--- config.mk ---
export PLATFORM = sky130hd
export DESIGN_NAME = mem_stage
export DESIGN_NICKNAME = d
export VERILOG_FILES = /design/src/rtl/cpu_types_pkg.sv /design/src/rtl/link_reg.sv /design/src/rtl/mem_stage.sv
export SDC_FILE = /design/constraint.sdc
export NUM_CORES = 1
export LEC_CHECK = 0
export BUFFER_PORTS_ARGS = -buffer_cell sky130_fd_sc_hd__clkbuf_2
export CAP_MARGIN = 20
export CORE_MARGIN = 2
export CORE_UTILIZATION = 45
export DETAILED_ROUTE_END_ITERATION = 16
export PLACE_DENSITY = 0.83
export SLEW_MARGIN = 20
export SYNTH_ARGS = -nofsm -noshare
export SYNTH_HDL_FRONTEND = slang
export SYNTH_SLANG_ARGS = --single-unit
--- constraint.sdc ---
create_clock -name CLK -period 4.46 [get_ports CLK]
set_input_delay 0 -clock CLK [delete_from_list [all_inputs] [get_ports CLK]]
set_output_delay 0 -clock CLK [all_outputs]
set_load 0.02 [all_outputs]
--- src/rtl/cpu_types_pkg.sv ---
// Shared CPU types: word width, memory-stage FSM encoding and SC result codes.
package cpu_types_pkg;

  localparam int CPU_WORD_W = 32;
  localparam int CPU_OFF_W  = 2;

  typedef logic [CPU_WORD_W-1:0] word_t;

  typedef enum logic [1:0] {
    IDLE   = 2'd0,
    ACCESS = 2'd1,
    DONE   = 2'd2
  } mem_state_t;

  localparam int unsigned SC_SUCCESS = 0;
  localparam int unsigned SC_FAIL    = 1;

endpackage

--- src/rtl/link_reg.sv ---
// LR/SC reservation: set when an LR completes, cleared by SC, matching store, matching snoop or halt.
// Updates on the clock edge; o_match is combinational and already excludes a same-cycle snoop/halt.
module link_reg #(
  parameter int WORD_W = 32,
  parameter int OFF_W  = 2
) (
  input  logic              CLK,
  input  logic              nRST,
  input  logic              i_set,
  input  logic              i_clr,
  input  logic [WORD_W-1:0] i_addr,
  input  logic              i_snoop_inv,
  input  logic [WORD_W-1:0] i_snoop_addr,
  input  logic              i_halt,
  output logic              o_match,
  output logic              o_link_valid
);

  localparam logic [WORD_W-1:0] WORD_MASK = {{(WORD_W-OFF_W){1'b1}}, {OFF_W{1'b0}}};

  logic              r_link_valid;
  logic [WORD_W-1:0] r_link_addr;
  logic              w_addr_eq;
  logic              w_snoop_old;
  logic              w_snoop_new;

  assign w_addr_eq   = ((r_link_addr ^ i_addr) & WORD_MASK) == '0;
  assign w_snoop_old = i_snoop_inv & (((r_link_addr ^ i_snoop_addr) & WORD_MASK) == '0);
  // A snoop landing with the LR completion must hit the address being linked.
  assign w_snoop_new = i_snoop_inv & (((i_addr ^ i_snoop_addr) & WORD_MASK) == '0);

  assign o_match      = r_link_valid & w_addr_eq & ~w_snoop_old & ~i_halt;
  assign o_link_valid = r_link_valid;

  always_ff @(posedge CLK) begin
    if (!nRST) begin
      r_link_valid <= 1'b0;
      r_link_addr  <= '0;
    end else if (i_set) begin
      r_link_valid <= ~(w_snoop_new | i_halt);
      r_link_addr  <= i_addr;
    end else if (i_clr | w_snoop_old | i_halt) begin
      r_link_valid <= 1'b0;
    end
  end

endmodule

--- src/rtl/mem_stage.sv ---
// Memory stage: runs the dcache request/dhit handshake, captures load/SC results, tracks LR/SC.
// Stall is 1 cycle plus dcache latency (1 cycle for a failed SC); result holds in DONE until advance.
module mem_stage
  import cpu_types_pkg::*;
#(
  parameter int WORD_W = CPU_WORD_W,
  parameter int OFF_W  = CPU_OFF_W
) (
  input  logic              CLK,
  input  logic              nRST,
  input  logic              memREN_i,
  input  logic              memWEN_i,
  input  logic              lr_i,
  input  logic              sc_i,
  input  logic [WORD_W-1:0] addr_i,
  input  logic [WORD_W-1:0] store_i,
  input  logic              advance,
  input  logic              flush,
  input  logic              halt_i,
  input  logic              dhit,
  input  logic [WORD_W-1:0] dmemload,
  input  logic              snoop_inv,
  input  logic [WORD_W-1:0] snoop_addr,
  output logic              dmemREN,
  output logic              dmemWEN,
  output logic [WORD_W-1:0] dmemaddr,
  output logic [WORD_W-1:0] dmemstore,
  output logic              mem_stall,
  output logic [WORD_W-1:0] dmemload_o,
  output logic              link_valid
);

  mem_state_t        r_state;
  mem_state_t        w_state_nxt;
  logic              r_flush_pend;
  logic              w_flush_pend_nxt;
  logic [WORD_W-1:0] r_load_q;
  logic [WORD_W-1:0] w_load_q_nxt;
  logic              r_req_ren;
  logic              r_req_wen;
  logic              r_req_lr;
  logic              r_req_sc;
  logic [WORD_W-1:0] r_req_addr;
  logic [WORD_W-1:0] r_req_store;
  logic              w_op;
  logic              w_is_sc;
  logic              w_link_match;
  logic              w_capture;
  logic              w_link_set;
  logic              w_link_clr;
  logic [WORD_W-1:0] w_cmp_addr;

  assign w_op    = memREN_i | memWEN_i;
  assign w_is_sc = memWEN_i & sc_i;
  // IDLE checks the incoming SC address; ACCESS checks the captured request.
  assign w_cmp_addr = (r_state == ACCESS) ? r_req_addr : addr_i;

  link_reg #(
    .WORD_W (WORD_W),
    .OFF_W  (OFF_W)
  ) u_link_reg (
    .CLK          (CLK),
    .nRST         (nRST),
    .i_set        (w_link_set),
    .i_clr        (w_link_clr),
    .i_addr       (w_cmp_addr),
    .i_snoop_inv  (snoop_inv),
    .i_snoop_addr (snoop_addr),
    .i_halt       (halt_i),
    .o_match      (w_link_match),
    .o_link_valid (link_valid)
  );

  always_ff @(posedge CLK) begin
    if (!nRST) begin
      r_state <= IDLE;
    end else begin
      r_state <= w_state_nxt;
    end
  end

  always_ff @(posedge CLK) begin
    if (!nRST) begin
      r_flush_pend <= 1'b0;
      r_load_q     <= '0;
      r_req_ren    <= 1'b0;
      r_req_wen    <= 1'b0;
      r_req_lr     <= 1'b0;
      r_req_sc     <= 1'b0;
      r_req_addr   <= '0;
      r_req_store  <= '0;
    end else begin
      r_flush_pend <= w_flush_pend_nxt;
      r_load_q     <= w_load_q_nxt;
      if (w_capture) begin
        r_req_ren   <= memREN_i;
        r_req_wen   <= memWEN_i;
        r_req_lr    <= memREN_i & lr_i;
        r_req_sc    <= w_is_sc;
        r_req_addr  <= addr_i;
        r_req_store <= store_i;
      end
    end
  end

  always_comb begin
    w_state_nxt      = r_state;
    w_flush_pend_nxt = r_flush_pend;
    w_load_q_nxt     = r_load_q;
    w_capture        = 1'b0;
    w_link_set       = 1'b0;
    w_link_clr       = 1'b0;
    mem_stall        = 1'b0;
    dmemREN          = 1'b0;
    dmemWEN          = 1'b0;
    dmemaddr         = '0;
    dmemstore        = '0;
    case (r_state)
      IDLE: begin
        mem_stall = w_op & ~flush;
        if (w_op && !flush) begin
          if (w_is_sc && !w_link_match) begin
            w_state_nxt  = DONE;
            w_load_q_nxt = WORD_W'(SC_FAIL);
          end else begin
            w_state_nxt = ACCESS;
            w_capture   = 1'b1;
          end
        end
      end
      ACCESS: begin
        mem_stall = 1'b1;
        dmemREN   = r_req_ren;
        dmemWEN   = r_req_wen;
        dmemaddr  = r_req_addr;
        dmemstore = r_req_store;
        if (dhit) begin
          w_flush_pend_nxt = 1'b0;
          // A squashed op still had to finish in the cache, but leaves no trace here.
          if (r_flush_pend || flush) begin
            w_state_nxt = IDLE;
          end else begin
            w_state_nxt = DONE;
            if (r_req_ren) begin
              w_load_q_nxt = dmemload;
            end else if (r_req_sc) begin
              w_load_q_nxt = WORD_W'(SC_SUCCESS);
            end
            w_link_set = r_req_lr;
            w_link_clr = r_req_sc | (r_req_wen & w_link_match);
          end
        end else if (flush) begin
          w_flush_pend_nxt = 1'b1;
        end
      end
      DONE: begin
        if (advance || flush) begin
          w_state_nxt = IDLE;
        end
      end
      default: begin
        w_state_nxt = IDLE;
      end
    endcase
  end

  assign dmemload_o = r_load_q;

endmodule

==> out/metrics.yaml <==
p_leak_nw: 4.48
critical_path.max_stage_delay_ns: 0.57
cts_tree: "yes"
antenna_left: 0
most-common-layout-cells: "clkbuf_2 (235), nand2_1 (191), dfxtp_1 (134)"
rsz0062_at_grt: "false"
worstPathRequired_ns: 4.77
clk_latency_ns: 0.43
clk_pin_slew_worst_paths_ns: 0.06
first_iter_violations: 656
max_freq_mhz: 284
grt_overflow: 0
gp_congestion: 1.09
hold_violations: 0
synth_warnings: 0
wl_per_cell_um: 19.2
post-route-period-util_pct: 79.0
synth-edff-count: 0
post-place-cells: 1295
p_comb_share_pct: 17.7
yosys.area_share.simple_pct: 22.6
io_pins: 239
worst_pin_slew_ns: 1.04
worstPathMaxFanout: 19
via_per_inst: 5.59
clockPowerShare_pct: 42.9
final_common_cell: "clkbuf_2"
postSynth.asyncResetShare_pct: 0
synth_compound_area_share_pct: 18.0
dieHeight_um: 132
vdd_drop_max_mv: 0.266
drc: 0
synth.avg_cell_area_um2: 8.30
core-area_um2: 15900
max-cap-violations: 0
cp-start-kind: "flop"
finClkSkew_ns: 0.00900
cp_slowest_cell: "dlygate4sd3_1"
vias: 8014
ys_seq_area_share_pct: 36.6
grt_use_total_pct: 31.4
syn_inst: 883
synth_top_family_by_area: "simple AND/OR/NAND/NOR gates"
grt_pass1_vias: 7902
p_sw_mw: 1.01
final_cells: 1433
synth.area.top_cells: "dfxtp_1 (37%), nand2_1 (9.8%), mux2i_1 (9.6%)"
cp.arrival_ns: 3.83
syn_nets: 1022
drt-total-wl_mm: 27.5
drv_slew: 0
numPortBuffers: 236
clkSinkCount: 134
nets: 1342
pwr_density_cell_nw_per_um2: 317
cts-root-buf: "clkbuf_16"
areaGrowthSynthToFinish_pct: 39.9
start_util_pct: 46.1
slew-limit-headroom_pct: 30.4
antenna_found_initial: 1
cts_buffer_depth: 2
status: "completed"
grt_pass1_wl_mm: 42.7
cts_setup_buffers: 0
p_int_mw: 2.25
cts_made_buffers: 17
die-area_um2: 17300
synth_xor_area_share_pct: 6.93
setup_viol: 0
hpwlAfterDp_mm: 18.8
cts-htree-levels: 4
syn_area_um2: 7330
final_layout_size_suffix_gt1_share_pct: 24.4
die_w_um: 132
p_seq_share_pct: 39.4
path_cells: "buf_4, nand2b_2, buf_4, a21oi_2, a221o_1, nor4_1, nand4_1, o311a_4, o31ai_1, a211oi_1, dlygate4sd3_1"
synth.distinct_cells: 60
firstDrtPassIters: 5
end_kind: "flop"
synth_ff_type: "dfxtp_1"
synth_area_leader_cell: "dfxtp_1"
synth_fa_ha_area_share_pct: 0
ys_seq_elements: 134
grt_max_degree: 73
synthMuxAreaShare_pct: 9.56
setup-tns-final_ns: 0
num_rows: 46
path_class: "reg -> reg"
path_common_cell: "buf_4"
hold_class: "in -> reg"
switching_share_pct: 30.9
synth_top_area_share_pct: 36.6
period_minus_slack_ns: 3.52
hold_slack_ns: 0.0171
cell families after synthesis:
kind of cell,after synthesis
AO/OA/AOI/OAI,179
XOR/XNOR,58
buffers and inverters,98
flip-flops,134
multiplexers,70
AND/OR/NAND/NOR,344
synth_stat cells, drive strengths merged (5+ instances only):
cell     count
nor4        12
a221oi      11
clkbuf      37
a2111oi      6
o21ai       11
xnor2       38
nand3        5
nor2b       18
and2        40
xor2        20
inv         43
buf         18
a211oi      11
nand4       11
a21oi       55
a22o        34
dfxtp      134
nor2        27
mux2i       70
and3b       19
nand2      191
o22ai       16
nor3        10
metal layers:
layer | global-route usage, % | vias up | routed length, um
met5 | 0 | - | 0
met4 | 13.6 | 0 | 1060
met3 | 7.87 | 78 | 2460
met2 | 52.0 | 452 | 12900
met1 | 38.6 | 3773 | 11100
li1 | - | 3711 | -
critical path: cells and delay by family (launching register included):
family / cells / cell delay, ns
AO/OA/AOI/OAI: 5 / 1.27
buffers and inverters: 3 / 1.09
AND/OR/NAND/NOR: 3 / 0.71
flip-flops: 1 / 0.32
power by group through the flow:
stage / combinational (mW) / clock, mW / sequential, mW
final: 0.576 / 1.40 / 1.28
after global routing: 0.614 / 1.46 / 1.29
after CTS: 0.564 / 1.41 / 1.28
after detailed placement: 0.488 / 0 / 1.31
after global placement: 0.482 / 0 / 1.30
after floorplan: 0.313 / 0 / 1.29
repair_timing:
item / 4_1_cts / 5_1_grt
gates resized for setup: 0 / 0
hold buffers: 105 / 0
hold endpoints to repair: 105 / 0
cell type report:
cell class	count	area, um^2
antenna	1	2.50
clock buffer	17	425
clock inverter	15	153
fill	1351	5630
inverter	43	161
multi-input combinational	651	4190
sequential	134	2680
tap	216	270
timing repair buffer	356	2370
per-stage QoR:
stage	util (%)	power [mW]	instance area (um^2)	setup WS (ns)
2_1_floorplan	-	1.61	7330	1.83
3_3_place_gp	54.3	1.79	8620	1.22
3_5_place_dp	54.3	1.79	8620	1.15
4_1_cts	64.5	3.25	10300	0.957
5_1_grt	64.6	3.36	10300	0.814
6_report	64.6	3.25	10300	0.938
path summary, 6_finish.rpt:
| kind | startpoint | depth (start not counted) | slack (ns) | to |
|---|---|---|---|---|
| worst min register to register | r_req_store[30] | 2 | 0.45 | r_req_store[30] |
| worst max register to register | r_state[1] | 11 | 0.94 | r_state[1] |
| worst max-delay path | r_state[1] | 11 | 0.94 | r_state[1] |
| worst min-delay path | dmemload[0] | 4 | 0.02 | dmemload_o[0] |
flip-flops by register name, summed over array words and instances, names as in the netlist:
register	flops
dmemload_o	32
r_req_addr	32
r_req_store	32
u_link_reg.r_link_addr	30
r_state	2
r_flush_pend	1
r_req_lr	1
r_req_ren	1
r_req_sc	1
r_req_wen	1
u_link_reg.o_link_valid	1
Power figures use the tool's default switching activity.
